## src/rtl/daq_arith_pkg.sv

```systemverilog
// Shared arithmetic helpers for the ADC data path: width functions and limits.
package daq_arith_pkg;

   // Deepest squarer pipeline supported.
   localparam int PIPE_MAX = 4;

   // Width of an unsigned square of a data_w-bit sample.
   function automatic int sq_w(input int data_w);
      return 2 * data_w;
   endfunction

   // Width of a sum of 2**win_log2 squares; wide enough that it can never wrap.
   function automatic int acc_w(input int data_w, input int win_log2);
      return 2 * data_w + win_log2;
   endfunction

endpackage

```

## src/rtl/square_accum_pipe_sq_pipe.sv

```systemverilog
// Pipelined squarer with a valid shift register and a synchronous flush.
// The multiply happens ahead of stage 1; later stages only delay the result.
// Each stage's data register loads only when valid moves into it, so the
// output holds its last value while sq_valid is low.
module sq_pipe
   import daq_arith_pkg::*;
#(
   parameter int DATA_W    = 10,
   parameter bit SIGNED_IN = 1'b0,
   parameter int PIPE      = 2,
   localparam int SQ_W     = sq_w(DATA_W)
) (
   input  logic              clk,
   input  logic              rst_n,
   input  logic              flush,
   input  logic              in_valid,
   input  logic [DATA_W-1:0] in_data,
   output logic              sq_valid,
   output logic [SQ_W-1:0]   sq_data
);

   logic [SQ_W-1:0] operand;
   logic [SQ_W-1:0] square;
   logic [PIPE-1:0] vld;
   logic [SQ_W-1:0] dat [PIPE];

   // Extend the sample to full square width; the product modulo 2**SQ_W is
   // exact because any square of a DATA_W-bit value fits in SQ_W bits.
   always_comb begin
      operand = '0;
      if (SIGNED_IN) begin
         operand = {{DATA_W{in_data[DATA_W-1]}}, in_data};
      end else begin
         operand = {{DATA_W{1'b0}}, in_data};
      end
      square = operand * operand;
   end

   // Stage registers; flush drops in-flight samples but still accepts the new one.
   always_ff @(posedge clk) begin
      if (!rst_n) begin
         vld <= '0;
         for (int i = 0; i < PIPE; i++) begin
            dat[i] <= '0;
         end
      end else begin
         vld[0] <= in_valid;
         if (in_valid) begin
            dat[0] <= square;
         end
         for (int i = 1; i < PIPE; i++) begin
            vld[i] <= vld[i-1] & ~flush;
            if (vld[i-1] && !flush) begin
               dat[i] <= dat[i-1];
            end
         end
      end
   end

   assign sq_valid = vld[PIPE-1];
   assign sq_data  = dat[PIPE-1];

endmodule

```

## src/rtl/square_accum_pipe.sv

```systemverilog
// Squarer plus windowed sum-of-squares accumulator for the ADC sample stream.
// Emits every square and, once per 2**WIN_LOG2 accumulated squares, a one-cycle
// acc_valid pulse with the completed window sum.
module square_accum_pipe
   import daq_arith_pkg::*;
#(
   parameter int DATA_W    = 10,
   parameter bit SIGNED_IN = 1'b0,
   parameter int PIPE      = 2,
   parameter int WIN_LOG2  = 8,
   localparam int SQ_W     = sq_w(DATA_W),
   localparam int ACC_W    = acc_w(DATA_W, WIN_LOG2)
) (
   input  logic                clk,
   input  logic                rst_n,
   input  logic                in_valid,
   input  logic [DATA_W-1:0]   in_data,
   input  logic                acc_en,
   input  logic                acc_clr,
   output logic                sq_valid,
   output logic [SQ_W-1:0]     sq_data,
   output logic                acc_valid,
   output logic [ACC_W-1:0]    acc_data,
   output logic [WIN_LOG2-1:0] win_cnt
);

   logic             take;
   logic             win_done;
   logic [ACC_W-1:0] sum;
   logic [ACC_W-1:0] sum_next;

   sq_pipe #(
      .DATA_W    (DATA_W),
      .SIGNED_IN (SIGNED_IN),
      .PIPE      (PIPE)
   ) u_sq_pipe (
      .clk      (clk),
      .rst_n    (rst_n),
      .flush    (acc_clr),
      .in_valid (in_valid),
      .in_data  (in_data),
      .sq_valid (sq_valid),
      .sq_data  (sq_data)
   );

   // A square counts only when it is valid and accumulation is enabled; the
   // window closes on the square that arrives with the counter at all-ones.
   always_comb begin
      take     = sq_valid & acc_en;
      win_done = take & (&win_cnt);
      sum_next = sum + {{WIN_LOG2{1'b0}}, sq_data};
   end

   // Running sum and window counter; clear beats a window completion in the same cycle.
   always_ff @(posedge clk) begin
      if (!rst_n) begin
         sum       <= '0;
         win_cnt   <= '0;
         acc_valid <= 1'b0;
         acc_data  <= '0;
      end else if (acc_clr) begin
         sum       <= '0;
         win_cnt   <= '0;
         acc_valid <= 1'b0;
      end else begin
         acc_valid <= win_done;
         if (win_done) begin
            acc_data <= sum_next;
            sum      <= '0;
            win_cnt  <= '0;
         end else if (take) begin
            sum     <= sum_next;
            win_cnt <= win_cnt + 1'b1;
         end
      end
   end

endmodule

```

## config.mk

```make
export PLATFORM = sky130hd
export DESIGN_NAME = square_accum_pipe
export DESIGN_NICKNAME = d
export VERILOG_FILES = /design/src/rtl/daq_arith_pkg.sv /design/src/rtl/square_accum_pipe_sq_pipe.sv /design/src/rtl/square_accum_pipe.sv
export SDC_FILE = /design/constraint.sdc
export NUM_CORES = 1
export LEC_CHECK = 0
export BUFFER_PORTS_ARGS = -buffer_cell sky130_fd_sc_hd__clkbuf_2
export CAP_MARGIN = 20
export CORE_MARGIN = 8
export CORE_UTILIZATION = 24
export CTS_CLUSTER_DIAMETER = 50
export CTS_CLUSTER_SIZE = 28
export DETAILED_ROUTE_END_ITERATION = 8
export HOLD_SLACK_MARGIN = 0.08
export PLACE_DENSITY = 0.41
export SLEW_MARGIN = 5
export SYNTH_ARGS = -nofsm -noshare
export SYNTH_HDL_FRONTEND = slang
export SYNTH_SLANG_ARGS = --single-unit
```

## constraint.sdc

```tcl
create_clock -name clk -period 6.7 [get_ports clk]
set_clock_uncertainty 0.05 [all_clocks]
set_input_delay 1.34 -clock clk [delete_from_list [all_inputs] [get_ports clk]]
set_output_delay 1.34 -clock clk [all_outputs]
set_load 0.01 [all_outputs]
```

Yosys cells after proc, flatten, opt, wreduce, memory -nomap -nowiden
Memory sizes are Yosys's and may differ from the RTL's. Cells that the tools add are included.

Register bits after elaboration: 67. RAM bits: 40. Input bits: 15. Output and inout port bits: 58. Word-level logic and storage cells: 31. Memories: 1.

Memories: u_sq_pipe.dat (depth 2, bits a word 20, read ports 2, clocked after Yosys merged registers in 0, wr ports 2, RTL line square_accum_pipe_sq_pipe.sv:25) `logic [SQ_W-1:0] dat [PIPE];`.

$add $sub $neg: 2. $mul: 1. Muxes and demuxes: 9. Bitwise gates (word level): 7. Reductions and logical operators: 6.

Operator list (number): 20-bit two-way mux (2); 28-bit by 20-bit adder with 28-bit output (1); 10-bit by 10-bit multiplier with 20-bit output (1); 8-bit by 1-bit adder with 8-bit output, second input constant (1); 8-bit AND reduction (1); 1-bit two-way mux (7); 1-bit AND (3); 3-bit OR reduction (1); 1-bit inverter (2); 1-bit bitwise OR (2); 2-bit AND reduction (1); 2-bit OR reduction (1); 1-bit logical AND (1); 1-bit logical NOT (1).

Logic depth before layout (Yosys ltp)
Word-level depth: 6. Depth in mapped cells: 20.

Cells and area by module
A second synthesis with hierarchy kept.

Cell total of the unflattened synthesis: 919. Area total of the unflattened synthesis: 8159.1 µm².

Modules (own cells, without submodules): sq_pipe (instances 1, cells each 467, area an instance 4531.8 µm², seq. area each 1181.1 µm²); square_accum_pipe (instances 1, cells each 452, area an instance 3627.2 µm², seq. area each 1301.2 µm²).

Worst setup path after synthesis
Ideal clock, no wire load.

Path kind: input to register. Start: input port in_data[9]. End: memory u_sq_pipe.dat[0][17] (netlist bit), data pin. Library setup time: 255 ps. Data arrival time: 6116 ps. Data required time: 6395 ps. Slack: 279 ps. Cell stages on the path: 18. Path buffers: 1. Path through: clkbuf_1 nand2_1 fa_1 fa_1 inv_1 fa_1 fa_1 inv_1 fa_1 inv_1 ha_1 a21o_1 a21oi_1 o21ai_1 or3_1 o211a_1 or3_1 and3_1.

RTL lines: start: declaration (RTL line square_accum_pipe.sv:17) `input logic [DATA_W-1:0] in_data,`; end: declaration (RTL line square_accum_pipe_sq_pipe.sv:25).

==> results.toml <==
[power_and_ir_drop]
clkPwrFrac_pct = 23.8
ir_drop_mv = 0.1359
p_int_uw = 1475
p_switching_uw = 887.8
power.share.switching_pct = 37.57
p_comb_share_pct = 44.7
power.share.sequential_pct = 31.6
power_density_nw_per_um2 = 264.8
power.leakage_uw = 0.003969

[critical_path]
worstPathMaxFanout = 11
cp-startpoint = "in_data[8]"
reg2regPathDepth = 8
reg2reg_from = "u_sq_pipe.dat[0][22]"
worstPathArrival_ns = 6.15
path_buf_inv = 4
crit_chain = "clkbuf_2 -> nand2_1 -> fa_1 -> fa_1 -> inv_1 -> fa_1 -> fa_1 -> inv_1 -> fa_1 -> inv_1 -> ha_1 -> a21o_1 -> a21oi_1 -> o21ai_1 -> or3_1 -> o211a_1 -> or3_1 -> and3_1"
crit_end = "u_sq_pipe.dat[0][17]"
critical_path.max_stage_delay_ns = 0.54
worstPathRequired_ns = 6.76
r2r_slack_ns = 3.79
regToRegEndpoint = "sum[27]"
cp_num_cells = 18
cp_top_family = "adder cells"
slowest_stage = "fa_1"
cp-start-kind = "primary input"
crit_type = "primary input to register"
crit_path_end_kind = "register"
cp_common_cell = "fa_1"

[logic_synthesis]
yosys_warnings = 0
postSynthCellCount = 877
synth_top_family_by_area = "adder cells"
synthMuxAreaShare_pct = 0.6337
synth-compound-area-share_pct = 13.56
synth_nets = 1009
yosysUniqueCellTypes = 56
synth_edf_count = 38
synth-seq-cells = 105
avgSynthCellArea_sq_um = 9.005
synthAdderAreaFrac_pct = 23.00
async_reset_ff_share_pct = 0
synth_area_sq_um = 7898
synthXorXnorAreaFrac_pct = 4.658
yosys.area_share.simple_pct = 18.81
seq_area_frac_synth_pct = 31.43
ys.flop_type = "dfxtp_1"

[sta]
final.setup.worst_slack_ns = 0.6074
period_share_pct = 90.93
rsz0062_at_grt = "no"
whs_ns = 0.4067
max_slew_margin_pct = 32.90
hold_violations = 0
fmax_ghz = 0.1641
drv_slew = 0
tightest_slew_ns = 1.007
setup_viol = 0
setup_tns_ns = 0
fin_crit_ns = 6.093

[clock_network]
clock-sinks = 105
cts_root_buf = "clkbuf_16"
ctsResizeCount = 0
clk_pin_slew_ns = 0.08
postCtsSetupBuffers = 0
tritoncts = "done"
htree_levels = 3
cts_buffers = 9
clk_latency_ns = 0.36
cts_buffer_depth = 2
cts_hold_buf = 0

[placed_design]
dpl.hpwl_microns = 16040
placed_cell_area_sq_um = 8602
gp_congestion = 0.8008
port_buffers = 71
post-place-ws_ns = 0.2388

[routing]
post-route-drc-count = 0
ant_nets = 0
wirelength_microns = 20320
routed-via-count = 6011
drt_iter0_markers = 249
via_per_inst = 4.397
routedWlPerCell_microns = 14.87
drtPass1Iterations = 4

[layout]
antenna_cells = 0
n_fill_cell = 3543
final_cell_mix = "94 x nand2_1, 87 x inv_1, 71 x clkbuf_2"
design_area_sq_um = 8922
fin_nets = 1052
syn2layout_area_growth_pct = 12.98
final_common_cell = "nand2_1"
drive_gt1_share_pct = 11.89

[floorplanning]
die_area_sq_um = 38970
initial_utilization_pct = 24.33
die_y_microns = 197.4
rows = 66
pin_count = 73
core_area_sq_um = 32450
die_w_microns = 197.4

[grt]
grt_overflow = 0
grt_pass1_wl_microns = 33260
grt_max_degree = 34
first_global_vias = 6250
gr-usage-all-layers_pct = 10.63
antenna_found_initial = 0

[min_path]
min_path_type = "register to register"

[run]
maxCapViolCount = 0

[outcome]
outcome = "complete, no violations"
[kinds of logic (layout without fill, tap and decap cells)]
| group | after synthesis | in the layout |
|---|---|---|
| AO/OA/AOI/OAI | 170 | 170 |
| XOR/XNOR | 42 | 42 |
| adder cells (fa/ha/maj) | 117 | 117 |
| buffers and inverters | 140 | 188 |
| flip-flops | 105 | 105 |
| multiplexers | 5 | 5 |
| other | 1 | 1 |
| AND/OR/NAND/NOR | 297 | 297 |
[final cells by class]
cell class	count	area, sq um	share of cell area [%]
multi-input combinational	632	4795	53.74
sequential	105	2482	27.82
tap	442	553.0	6.198
timing repair buffer	83	445.4	4.992
inverter	89	334.1	3.744
clock buffer	12	256.5	2.875
clock inverter	4	56.30	0.6310
[state kept, by name, indices dropped and copies added, names as in the netlist]
| register | flops |
|---|---|
| u_sq_pipe.dat | 38 |
| acc_data | 28 |
| sum | 28 |
| win_cnt | 8 |
| u_sq_pipe.vld | 2 |
| acc_valid | 1 |
[power groups by stage]
stage / Combinational [uW] / Sequential (uW) / Clock (uW)
global route: 1230 / 752 / 602
floorplan: 820 / 748 / 0
global placement: 1070 / 763 / 0
CTS: 1070 / 748 / 579
finish: 1060 / 746 / 562
detailed placement: 1060 / 763 / 0
[worst min-delay path, cell delays in order, from the launching register on]
cell	delay [ns]
dfxtp_1	0.31
nand2_1	0.05
a21oi_1	0.05
[metrics by stage]
stage	power (uW)	util, %	cells
2_1_floorplan	1567	-	877
3_3_place_gp	1834	26.51	1350
3_5_place_dp	1825	26.51	1350
4_1_cts	2401	27.47	1366
5_1_grt	2585	27.49	1367
6_report	2363	27.49	1367
[per-layer routing]
| metal | share of wire [%] | track usage (%) | up-vias |
|---|---|---|---|
| met1 | 48 | 13.62 | 2842 |
| met5 | 0 | 0 | - |
| met4 | 2.3 | 3.984 | 0 |
| li1 | - | - | 3056 |
| met3 | 2.8 | 1.397 | 19 |
| met2 | 47 | 18.00 | 94 |
[synth_stat cells, types with 5 or more instances]
cell	n	area (sq um)
a211oi_1	13	97.59
a21o_1	13	97.59
a21oi_1	56	280.3
a31oi_1	10	62.56
and2_1	56	350.3
and3_1	11	68.82
buf_4	21	157.7
clkbuf_1	25	93.84
dfxtp_1	67	1341
edfxtp_1	38	1141
fa_1	47	940.9
ha_1	70	875.8
inv_1	87	326.6
mux2i_1	5	50.05
nand2_1	94	352.8
nand2b_1	8	50.05
nand3_1	24	120.1
nand4_1	10	62.56
nor2_1	44	165.2
nor2b_1	5	31.28
nor3_1	17	85.08
nor4_1	6	37.54
o21ai_0	35	175.2
o21ai_1	7	35.03
o31ai_1	6	45.04
or3_1	7	43.79
xnor2_1	22	192.7
xor2_1	20	175.2
[worst min-delay path by stage]
stage	from	end	depth (start not counted)
2_1_floorplan	sum[0]	sum[0]	2
3_3_place_gp	acc_data[0]	acc_data[0]	2
4_1_cts	acc_data[12]	acc_data[12]	2
6_report	acc_data[12]	acc_data[12]	2
3_5_place_dp	acc_data[12]	acc_data[12]	2
5_1_grt	sum[6]	sum[6]	2
Power figures use the tool's default switching activity.
